`src/rtl/bp_common.sv`:
```
// Shared definitions for the configuration sequencer: register map and state/phase encodings.
package bp_common;

    localparam logic [15:0] cfg_addr_freeze_gp      = 16'h0000;
    localparam logic [15:0] cfg_addr_core_id_gp     = 16'h0001;
    localparam logic [15:0] cfg_addr_icache_mode_gp = 16'h0002;
    localparam logic [15:0] cfg_addr_dcache_mode_gp = 16'h0003;
    localparam logic [15:0] cfg_addr_cce_mode_gp    = 16'h0004;

    localparam logic [2:0] cfg_last_step_gp = 3'd4;

    typedef enum logic [2:0] {
        e_cfg_seq_idle  = 3'd0,
        e_cfg_seq_send  = 3'd1,
        e_cfg_seq_wait  = 3'd2,
        e_cfg_seq_done  = 3'd3,
        e_cfg_seq_error = 3'd4
    } bp_cfg_seq_state_e;

    typedef enum logic {
        e_cfg_phase_setup   = 1'b0,
        e_cfg_phase_release = 1'b1
    } bp_cfg_phase_e;

endpackage

```
`src/rtl/bp_cfg_seq_step_rom.sv`:
```
// Combinational map from sequence position (phase, step, core) and mode inputs
// to the config register address and zero-extended write data.
module bp_cfg_seq_step_rom
    import bp_common::*;
#(
    parameter int core_id_width_p  = 1,
    parameter int cfg_addr_width_p = 16,
    parameter int cfg_data_width_p = 32
) (
    input  logic                        phase_i,
    input  logic [2:0]                  step_i,
    input  logic [core_id_width_p-1:0]  core_i,
    input  logic [1:0]                  icache_mode_i,
    input  logic [1:0]                  dcache_mode_i,
    input  logic                        cce_mode_i,
    output logic [cfg_addr_width_p-1:0] addr_o,
    output logic [cfg_data_width_p-1:0] data_o
);

    always_comb begin
        addr_o = '0;
        data_o = '0;
        if (phase_i == e_cfg_phase_release) begin
            addr_o = cfg_addr_width_p'(cfg_addr_freeze_gp);
        end else begin
            case (step_i)
                3'd0: begin
                    addr_o = cfg_addr_width_p'(cfg_addr_freeze_gp);
                    data_o = cfg_data_width_p'(1'b1);
                end
                3'd1: begin
                    addr_o = cfg_addr_width_p'(cfg_addr_core_id_gp);
                    data_o = cfg_data_width_p'(core_i);
                end
                3'd2: begin
                    addr_o = cfg_addr_width_p'(cfg_addr_icache_mode_gp);
                    data_o = cfg_data_width_p'(icache_mode_i);
                end
                3'd3: begin
                    addr_o = cfg_addr_width_p'(cfg_addr_dcache_mode_gp);
                    data_o = cfg_data_width_p'(dcache_mode_i);
                end
                3'd4: begin
                    addr_o = cfg_addr_width_p'(cfg_addr_cce_mode_gp);
                    data_o = cfg_data_width_p'(cce_mode_i);
                end
                default: ;
            endcase
        end
    end

endmodule

```
`src/rtl/bp_cfg_sequencer.sv`:
```
// Boot-time configuration sequencer: freezes and programs every core (id, cache
// and CCE modes), then releases the cores in order, with an ack timeout.
module bp_cfg_sequencer
    import bp_common::*;
#(
    parameter int num_core_p       = 2,
    parameter int cfg_addr_width_p = 16,
    parameter int cfg_data_width_p = 32,
    parameter int timeout_p        = 256
) (
    input  logic                                                  clk_i,
    input  logic                                                  reset_i,
    input  logic                                                  start_i,
    input  logic [1:0]                                            icache_mode_i,
    input  logic [1:0]                                            dcache_mode_i,
    input  logic                                                  cce_mode_i,
    output logic                                                  cfg_v_o,
    input  logic                                                  cfg_ready_i,
    output logic [((num_core_p > 1) ? $clog2(num_core_p) : 1)-1:0] cfg_core_id_o,
    output logic [cfg_addr_width_p-1:0]                           cfg_addr_o,
    output logic [cfg_data_width_p-1:0]                           cfg_data_o,
    input  logic                                                  cfg_ack_i,
    output logic                                                  busy_o,
    output logic                                                  done_o,
    output logic                                                  err_o
);

    localparam int core_id_width_lp = (num_core_p > 1) ? $clog2(num_core_p) : 1;
    localparam int tcnt_width_lp    = $clog2(timeout_p);

    bp_cfg_seq_state_e             state_r;
    bp_cfg_phase_e                 phase_r;
    logic [2:0]                    step_r;
    logic [core_id_width_lp-1:0]   core_r;
    logic [tcnt_width_lp-1:0]      tcnt_r;
    logic [core_id_width_lp-1:0]   core_id_r;
    logic [cfg_addr_width_p-1:0]   addr_r;
    logic [cfg_data_width_p-1:0]   data_r;

    bp_cfg_phase_e                 next_phase, ld_phase;
    logic [2:0]                    next_step, ld_step;
    logic [core_id_width_lp-1:0]   next_core, ld_core;
    logic                          last_core, last_write;
    logic [cfg_addr_width_p-1:0]   rom_addr;
    logic [cfg_data_width_p-1:0]   rom_data;

    // Position of the write that follows the current one; a start overrides it
    // with the first write so the ROM always sees the write about to enter SEND.
    always_comb begin
        last_core  = (core_r == core_id_width_lp'(num_core_p - 1));
        next_phase = phase_r;
        next_step  = step_r;
        next_core  = core_r;
        if (phase_r == e_cfg_phase_setup) begin
            if (step_r == cfg_last_step_gp) begin
                next_step = '0;
                if (last_core) begin
                    next_phase = e_cfg_phase_release;
                    next_core  = '0;
                end else begin
                    next_core = core_r + core_id_width_lp'(1);
                end
            end else begin
                next_step = step_r + 3'd1;
            end
        end else begin
            next_core = core_r + core_id_width_lp'(1);
        end
        last_write = (phase_r == e_cfg_phase_release) && last_core;

        if ((state_r == e_cfg_seq_idle) || (state_r == e_cfg_seq_done)) begin
            ld_phase = e_cfg_phase_setup;
            ld_step  = '0;
            ld_core  = '0;
        end else begin
            ld_phase = next_phase;
            ld_step  = next_step;
            ld_core  = next_core;
        end
    end

    bp_cfg_seq_step_rom #(
        .core_id_width_p  (core_id_width_lp),
        .cfg_addr_width_p (cfg_addr_width_p),
        .cfg_data_width_p (cfg_data_width_p)
    ) step_rom (
        .phase_i       (ld_phase),
        .step_i        (ld_step),
        .core_i        (ld_core),
        .icache_mode_i (icache_mode_i),
        .dcache_mode_i (dcache_mode_i),
        .cce_mode_i    (cce_mode_i),
        .addr_o        (rom_addr),
        .data_o        (rom_data)
    );

    always_ff @(posedge clk_i or posedge reset_i) begin
        if (reset_i) begin
            state_r   <= e_cfg_seq_idle;
            phase_r   <= e_cfg_phase_setup;
            step_r    <= '0;
            core_r    <= '0;
            tcnt_r    <= '0;
            core_id_r <= '0;
            addr_r    <= '0;
            data_r    <= '0;
        end else begin
            case (state_r)
                e_cfg_seq_idle, e_cfg_seq_done: begin
                    if (start_i) begin
                        state_r   <= e_cfg_seq_send;
                        phase_r   <= ld_phase;
                        step_r    <= ld_step;
                        core_r    <= ld_core;
                        tcnt_r    <= '0;
                        core_id_r <= ld_core;
                        addr_r    <= rom_addr;
                        data_r    <= rom_data;
                    end
                end
                e_cfg_seq_send: begin
                    if (cfg_ready_i) begin
                        state_r <= e_cfg_seq_wait;
                        tcnt_r  <= '0;
                    end
                end
                e_cfg_seq_wait: begin
                    // Ack is checked first so it wins over a timeout in the same cycle.
                    if (cfg_ack_i) begin
                        if (last_write) begin
                            state_r <= e_cfg_seq_done;
                        end else begin
                            state_r   <= e_cfg_seq_send;
                            phase_r   <= ld_phase;
                            step_r    <= ld_step;
                            core_r    <= ld_core;
                            core_id_r <= ld_core;
                            addr_r    <= rom_addr;
                            data_r    <= rom_data;
                        end
                    end else begin
                        tcnt_r <= tcnt_r + tcnt_width_lp'(1);
                        if (tcnt_r == tcnt_width_lp'(timeout_p - 2)) begin
                            state_r <= e_cfg_seq_error;
                        end
                    end
                end
                e_cfg_seq_error: state_r <= e_cfg_seq_error;
                default:         state_r <= e_cfg_seq_idle;
            endcase
        end
    end

    assign cfg_v_o       = (state_r == e_cfg_seq_send);
    assign busy_o        = (state_r == e_cfg_seq_send) || (state_r == e_cfg_seq_wait);
    assign done_o        = (state_r == e_cfg_seq_done);
    assign err_o         = (state_r == e_cfg_seq_error);
    assign cfg_core_id_o = core_id_r;
    assign cfg_addr_o    = addr_r;
    assign cfg_data_o    = data_r;

endmodule

```
`config.mk`:
```
export PLATFORM = sky130hd
export DESIGN_NAME = bp_cfg_sequencer
export DESIGN_NICKNAME = d
export VERILOG_FILES = /design/src/rtl/bp_common.sv /design/src/rtl/bp_cfg_seq_step_rom.sv /design/src/rtl/bp_cfg_sequencer.sv
export SDC_FILE = /design/constraint.sdc
export NUM_CORES = 1
export LEC_CHECK = 0
export ABC_CLOCK_PERIOD_IN_PS = 5300
export CAP_MARGIN = 0
export CELL_PAD_IN_SITES_DETAIL_PLACEMENT = 1
export CELL_PAD_IN_SITES_GLOBAL_PLACEMENT = 1
export CORE_MARGIN = 4
export CORE_UTILIZATION = 25
export CTS_BUF_LIST = sky130_fd_sc_hd__clkbuf_8
export DETAILED_ROUTE_END_ITERATION = 7
export MAX_ROUTING_LAYER = met4
export PLACE_DENSITY_LB_ADDON = 0.1
export SYNTH_ARGS = -nofsm -noshare
export SYNTH_HDL_FRONTEND = slang
export SYNTH_HIERARCHICAL = 1
export SYNTH_SLANG_ARGS = --single-unit
```
`constraint.sdc`:
```
create_clock -name clk_i -period 5.3 [get_ports clk_i]
set_input_delay 1.325 -clock clk_i [delete_from_list [all_inputs] [get_ports clk_i]]
set_output_delay 1.325 -clock clk_i [all_outputs]
set_load 0.02 [all_outputs]
```
Yosys cells after proc, flatten, opt, wreduce, memory -nomap -nowiden:

Index checks and enable logic that the tools add are counted.

* bits in registers: 64
* latch bits: 0
* RAM bits: 0
* memory bits (read-only): 0
* output and inout port bits: 53
* word-level logic and storage cells: 82
* memories kept: 0

* add/sub/neg operators: 3
* $mul: 0
* divide/modulo/power cells: 0
* magnitude comparators: 0
* equal/unequal tests: 16
* shift-type cells: 0
* muxes and demuxes: 45
* bitwise gates (word level): 0
* reductions and logical operators: 11

Operator list (number)
* two-way mux 32 bit: 3
* two-way mux 16 bit: 4
* one-hot mux 32 bit (2 select lines): 1
* one-hot mux 16 bit (2 select lines): 1
* two-way mux 3 bit: 10
* two-way mux 8 bit: 3
* one-hot mux 3 bit (4 select lines): 2
* one-hot mux 8 bit (3 select lines): 1
* two-way mux 1 bit: 14
* == test 3 x 2 -> 1 bit (second input constant): 4
* one-hot mux 2 bit (5 select lines): 1
* == test 3 bit (second input constant): 3
* adder 8 x 1 -> 8 bit (second input constant): 1
* == test 8 bit (second input constant): 1
* != test 2 bit (second input constant): 4
* AND reduction 4 bit: 2
* == test 3 x 1 -> 1 bit (second input constant): 2
* logical NOT 3 bit: 2
* one-hot mux 3 bit (2 select lines): 1
* two-way mux 2 bit: 2
* one-hot mux 1 bit (2 select lines): 2
* adder 3 x 1 -> 3 bit (second input constant): 1
* != test 3 bit (second input constant): 1
* AND reduction 3 bit: 1
* other kinds (7): 8

Logic depth before layout (Yosys ltp):

Gate-level depths: netlist of the first run.

* depth in word-level cells: 10
* gate-level depth with buffers: 10
* depth with buffers taken out: 10

Hierarchy:

The synthesis of the first run kept the hierarchy.

Modules (own cells, without submodules)
* bp_cfg_sequencer: instances 1, cells each 229, area each 3113.0 sq um, sequential area each 1601.5 sq um
* bp_cfg_seq_step_rom: instances 1, cells each 56, area each 420.4 sq um, sequential area each 0.0 sq um

Least setup slack after synthesis of the first run:

OpenSTA, ideal clock, no wires.

* path kind: input port to flip-flop
* from: input cfg_ack_i
* to: register addr_r[0] (netlist: cfg_addr_o[0])
* arrival: 2.420 ns
* slack: 2.755 ns
* stages: 6
* path through: a21boi_1 -> o211a_2 -> o21a_2 -> buf_6 -> buf_8 -> mux2_4

* word-level cells in the longest chain between the ends: 2

RTL lines
* from (decl): RTL line bp_cfg_sequencer.sv:22 `input logic cfg_ack_i,`
* != test 2 bit (no line)
* AND reduction 4 bit (no line)
* to (signal assigned): RTL line bp_cfg_sequencer.sv:117 `addr_r <= rom_addr;`
* to (signal assigned): RTL line bp_cfg_sequencer.sv:138 `addr_r <= rom_addr;`
* to (decl): RTL line bp_cfg_sequencer.sv:37 `logic [cfg_addr_width_p-1:0] addr_r;`

Every way passes these cells.
A chain may end at the register's enable or synchronous reset.

Final worst setup path of the first run:

* from: input cfg_ack_i
* to: register data_r[25] (netlist: cfg_data_o[25])

* word-level cells in the longest chain between the ends: 2

RTL lines
* != test 2 bit (no line)
* AND reduction 4 bit (no line)
* to (signal assigned): RTL line bp_cfg_sequencer.sv:118 `data_r <= rom_data;`
* to (signal assigned): RTL line bp_cfg_sequencer.sv:139 `data_r <= rom_data;`
* to (decl): RTL line bp_cfg_sequencer.sv:38 `logic [cfg_data_width_p-1:0] data_r;`

Every way passes these cells.

==> flow_summary_export.csv, run 1 <==
group,metric,value,unit
detailed_routing,dr.first_iter.drc_count,63,
sta,period_minus_slack,3390,ps
worst_setup_path,r2r-start,"state_r[0]",
yosys,synth-seq-cells,64,
finish,final_cells,532,
global_route,grt_remaining_overflow,0,
worst_setup_path,critPathSlowestCell,"o21a_4",
sta,fin_ws,1910,ps
worst_setup_path,startpoint_type,"input pin",
worst_setup_path,worstPathArrival,3620,ps
detailed_routing,route.detailed.wl_per_inst,13.7,um
finish,final_cell_mix,"dfrtp_1 (64), clkdlybuf4s50_1 (62), mux2_4 (47), conb_1 (43), nor2_1 (18)",
sta,rsz0062_at_grt,"no",
clock_tree,clkSlewWorstSetupHoldPaths,80,ps
job,timing.max_cap.violations,0,
floorplan,ios,63,
floorplan,die-area,16100,um^2
yosys,ys_types,54,
yosys,syn_area,3530,um^2
yosys,syn_avg_cell_area,12.4,um^2
power_and_ir_drop,powerDensity,691,nW/um^2
finish,antennaDiodeCount,0,
power_and_ir_drop,power_leakage,1.93,nW
clock_tree,ctsResizeCount,0,
status,status,"finished, final reports clean",
min_path,hold_start,"tcnt_r[7]",
global_route,grt.total_usage,9.74,%
placed_design,dp_cells,516,
detailed_routing,via_per_inst,4.08,
yosys,ys.warnings.count,6,
sta,finalCritPeriodShare,63.9,%
yosys,synthTopCellsByArea,"dfrtp_1 (45%), mux2_4 (20%), buf_4 (9.3%)",
worst_setup_path,critPathKind,"in -> reg",
placed_design,detailed_place_hpwl,5.00,mm
global_route,grt_pass1_wl,11.8,mm
clock_tree,clock_latency,350,ps
clock_tree,cts_root_buffer,"clkbuf_8",
clock_tree,cts_buffers,9,
sta,relSlewSlack,32.6,%
clock_tree,cts_hold_buf,0,
yosys,synth_top_area_share,45.3,%
floorplan,dieHeight,127,um
floorplan,row_count,43,
min_path,hold_class,"reg -> reg",
worst_setup_path,critPathRequiredTime,5530,ps
clock_tree,tritoncts,"yes",
yosys,netlist.top_cell.by_area,"dfrtp_1",
worst_setup_path,cp-startpoint,"cfg_ack_i",
finish,layout-drive-gt1-share,20.5,%
placed_design,globalplace.congestion,0.695,
worst_setup_path,critPathMaxStageDelay,780,ps
sta,fmax,295,MHz
placed_design,post-place-ws,1520,ps
sta,fin_worst_skew,10.1,ps
yosys,synth_edf_count,0,
yosys,syn_inst,285,
detailed_routing,wl,7.29,mm
sta,tns,0,ps
yosys,async_flop_share,100,%
floorplan,initial_utilization,25.5,%
sta,worstMarginPinSlew,1010,ps
yosys,seq_area_frac_synth,45.3,%
floorplan,core,13900,um^2
yosys,ys.flop_type,"dfrtp_1",
detailed_routing,drtAntennaViolNets,0,
sta,hold_viol,0,
power_and_ir_drop,ir_drop,0.300,mV
sta,drv_slew,0,
finish,synthToLayoutAreaGrowth,22.0,%
sta,setup_viol,0,
detailed_routing,vias,2170,
finish,layout_commonest_cell,"dfrtp_1",
detailed_routing,drc,0,
clock_tree,h-tree-depth,3,
worst_setup_path,endpoint_kind,"register",
floorplan,die_w,127,um
clock_tree,cts_sinks,64,
detailed_routing,drtPass1Iterations,4,
global_route,grt_max_degree,52,
worst_setup_path,path_cells,"clkdlybuf4s50_1, a21boi_1, o211a_2, o21a_4, mux2_1",
clock_tree,cts_buffer_depth,2,
placed_design,portBuffers,62,
worst_setup_path,cp_max_fo,51,
clock_tree,post-cts-setup-buffers,0,
finish,nets,362,
global_route,grt_pass1_vias,2232,
global_route,grt_antenna_before_repair,0,
power breakdown:
group | internal [mW] | switching (mW)
registers | 0.700 | 0.160
logic | 0.918 | 0.737
clock network | 0.272 | 0.193
total | 1.89 | 1.09
layout make-up:
| cell class | instances | area (um^2) |
|---|---|---|
| sequential | 64 | 1600 |
| inverter | 9 | 33.8 |
| multi-input combinational | 200 | 1610 |
| timing repair buffer | 63 | 628 |
| fill | 1560 | 9570 |
| clock buffer | 10 | 138 |
| clock inverter | 6 | 76.3 |
| tap | 180 | 225 |
final timing paths:
check / to / depth (start not counted) / slack [ps]
max in group asynchronous: tcnt_r[0] / 3 / 2910
max reg2reg: cfg_data_o[25] / 4 / 2710
max: cfg_data_o[25] / 5 / 1910
min: tcnt_r[7] / 1 / 480
min in group asynchronous: cfg_data_o[7] / 2 / 1540
min reg2reg: tcnt_r[7] / 1 / 480
cells by family after synthesis:
family                     Yosys count  synth area share [%]
AOI/OAI and AO/OA                   37                  7.19
xor gates and xnor gates             1                 0.779
adders and majority gates            5                  1.77
buffers and inverters               63                  13.8
DFF                                 64                  45.3
muxes                               52                  21.5
other                                1                 0.106
and+or+nand+nor                     62                  9.49
critical path: cells and delay by family:
family	cells	cell delay (ps)
buffers and inverters	1	600
AOI/OAI and AO/OA	3	1240
muxes	1	380
per-layer routing:
layer  up-vias  share of wire [%]  GRT usage [%]
met5         -                  0              -
met1      1088                 49           12.6
met2        46                 44           13.8
met4         0                1.6           4.35
met3         7                4.9           3.24
li1       1029                  -              -
stage by stage:
step / utilization [%] / total power [mW] / instance area (um^2) / hold slack (ps)
after floorplan: - / 2.10 / 3690 / 449
after global placement: 29.5 / 2.55 / 4100 / 472
after detailed placement: 29.5 / 2.56 / 4100 / 478
after CTS: 31.0 / 3.05 / 4310 / 491
after global routing: 31.0 / 3.17 / 4310 / 515
final: 31.0 / 2.98 / 4310 / 484
cell usage after synthesis (2+ instances only):
| cell type | count |
|---|---|
| a21oi_1 | 7 |
| a21oi_2 | 2 |
| a22oi_1 | 2 |
| a31oi_1 | 5 |
| and2_1 | 2 |
| buf_12 | 3 |
| buf_4 | 44 |
| buf_6 | 2 |
| buf_8 | 2 |
| clkbuf_1 | 2 |
| dfrtp_1 | 64 |
| ha_1 | 5 |
| inv_1 | 8 |
| mux2_1 | 3 |
| mux2_4 | 47 |
| mux2i_1 | 2 |
| nand2_1 | 8 |
| nand2b_1 | 7 |
| nand3_1 | 4 |
| nand4_1 | 2 |
| nor2_1 | 18 |
| nor2b_1 | 4 |
| nor3_1 | 3 |
| nor3b_1 | 2 |
| nor4_1 | 2 |
| o211ai_1 | 2 |
| o21ai_0 | 5 |
| o21bai_1 | 2 |
registers in the layout, indices dropped and copies added, names as in the netlist:
register and count:
cfg_addr_o 16, cfg_core_id_o 1, cfg_data_o 32, phase_r 1, state_r 3, step_r 3
tcnt_r 8
No activity file was read; power rests on OpenSTA's default activity.
==> run 2: changes to the inputs <==
Settings changed: ABC_CLOCK_PERIOD_IN_PS 5300 to 3320.
Clock period 5.3 ns to 3.32 ns, I/O delays scaled along.
==> flow_summary_export.csv, run 2 (synthesis results as in run 1) <==
group,metric,value,unit
power_and_ir_drop,combPwrFrac,56.0,%
clock_tree,cts_hold_buf,0,
min_path,hold_class,"reg -> reg",
power_and_ir_drop,switching_power,1.82,mW
sta,finalCritPeriodShare,85.6,%
floorplan,row_count,43,
power_and_ir_drop,ir_drop,0.326,mV
placed_design,dp_cells,521,
min_path,hold_start,"tcnt_r[7]",
finish,nets,367,
floorplan,core,13900,um^2
worst_setup_path,critPathRequiredTime,2490,ps
sta,tns,0,ps
floorplan,initial_utilization,25.5,%
finish,layout_commonest_cell,"dfrtp_1",
power_and_ir_drop,powerDensity,1110,nW/um^2
placed_design,portBuffers,62,
global_route,grt.total_usage,10.6,%
power_and_ir_drop,p_sw_share,37.3,%
power_and_ir_drop,power_leakage,1.95,nW
sta,rsz0062_at_grt,"no",
status,status,"finished, final reports clean",
finish,final_cells,537,
global_route,grt_pass1_wl,12.8,mm
worst_setup_path,critPathKind,"reg -> out",
finish,final_cell_mix,"dfrtp_1 (64), clkdlybuf4s50_1 (62), mux2_4 (47), conb_1 (43), nor2_1 (18)",
placed_design,globalplace.congestion,0.731,
worst_setup_path,critPathSlowestCell,"clkdlybuf4s50_1",
detailed_routing,via_per_inst,4.09,
floorplan,die_w,127,um
global_route,grt_max_degree,26,
floorplan,die-area,16100,um^2
finish,synthToLayoutAreaGrowth,24.2,%
detailed_routing,drtAntennaViolNets,0,
sta,fin_worst_skew,6.28,ps
clock_tree,tritoncts,"yes",
min_path,hold-path-endpoint,"tcnt_r[7]",
worst_setup_path,reg2reg_to,"cfg_data_o[0]",
job,timing.max_cap.violations,0,
global_route,grt_antenna_before_repair,0,
worst_setup_path,path_cells,"inv_2, nor3_1, clkdlybuf4s50_1",
worst_setup_path,cp_max_fo,9,
clock_tree,cts_sinks,64,
detailed_routing,drtPass1Iterations,3,
clock_tree,cts_buffers,9,
sta,drv_slew,0,
power_and_ir_drop,power_frac_clock,15.5,%
clock_tree,cts_root_buffer,"clkbuf_8",
sta,worstMarginPinSlew,547,ps
worst_setup_path,critPathMaxStageDelay,660,ps
detailed_routing,vias,2194,
clock_tree,h-tree-depth,3,
detailed_routing,route.detailed.wl_per_inst,14.5,um
worst_setup_path,ff2ff_path_depth,7,
sta,holdWs,484,ps
clock_tree,ctsResizeCount,0,
sta,setup_viol,0,
sta,period_minus_slack,2840,ps
clock_tree,clkSlewWorstSetupHoldPaths,80,ps
power_and_ir_drop,pwr-share-seq,28.5,%
sta,fmax,352,MHz
finish,largest_reg_flops,32,
finish,layout-drive-gt1-share,22.4,%
worst_setup_path,worst-r2r-setup-slack,900,ps
clock_tree,post-cts-setup-buffers,0,
detailed_routing,drc,0,
global_route,grt_pass1_vias,2347,
finish,fillers,1539,
placed_design,detailed_place_hpwl,5.44,mm
clock_tree,clock_latency,360,ps
worst_setup_path,startpoint_type,"register",
sta,relSlewSlack,63.5,%
clock_tree,cts_buffer_depth,2,
worst_setup_path,endpoint_kind,"output port",
finish,antennaDiodeCount,0,
detailed_routing,wl,7.77,mm
floorplan,ios,63,
worst_setup_path,worstPathArrival,2010,ps
finish,final_util,31.6,%
floorplan,dieHeight,127,um
global_route,grt_remaining_overflow,0,
worst_setup_path,r2r-start,"state_r[1]",
min_path,min_path_cells,1,
power_and_ir_drop,internal-power,3.06,mW
detailed_routing,dr.first_iter.drc_count,89,
sta,hold_viol,0,
-- run 2: worst max-delay path by stage --
stage	slack, ps	to	from
after floorplan	890	cfg_addr_o[0]	reset_i
after global placement	520	cfg_addr_o[8]	cfg_ack_i
after detailed placement	500	cfg_addr_o[6]	cfg_ack_i
after CTS	380	err_o	state_r[2]
after global routing	300	err_o	state_r[2]
final	480	err_o	state_r[2]
-- run 2: per-layer routing --
layer	track usage (%)	share of wire (%)
met3	3.92	5.6
met2	14.8	44
met5	-	0
met4	3.60	1.4
met1	14.0	49
-- run 2: power by group through the flow --
stage	logic (mW)	clock network (mW)	registers (mW)
2_1_floorplan	1.69	0	1.67
3_3_place_gp	2.76	0	1.41
3_5_place_dp	2.77	0	1.41
4_1_cts	2.79	0.799	1.40
5_1_grt	2.92	0.830	1.45
6_report	2.73	0.758	1.39
-- run 2: worst max-delay path: cells and delay by family, from the launching register on --
kind | cells | cell delay, ps
buffers and inverters | 2 | 810
flip-flops | 1 | 540
AND/OR/NAND/NOR | 1 | 300
-- run 2: cell type report --
cell class	count	area (um^2)	share of cell area (%)
Multi-Input combinational cell	200	1610	36.6
Sequential cell	64	1600	36.5
Timing Repair Buffer	68	703	16.0
Tap cell	180	225	5.13
Clock buffer	9	124	2.82
Clock inverter	7	95.1	2.17
Inverter	9	33.8	0.770
-- run 2: stage by stage --
step           instance area [um^2]  power [mW]  worst slack, ps
3_3_place_gp                   4170        4.17              522
4_1_cts                        4390        4.99              377
5_1_grt                        4390        5.20              304
6_report                       4390        4.88              478
2_1_floorplan                  3690        3.36              892
3_5_place_dp                   4170        4.19              498
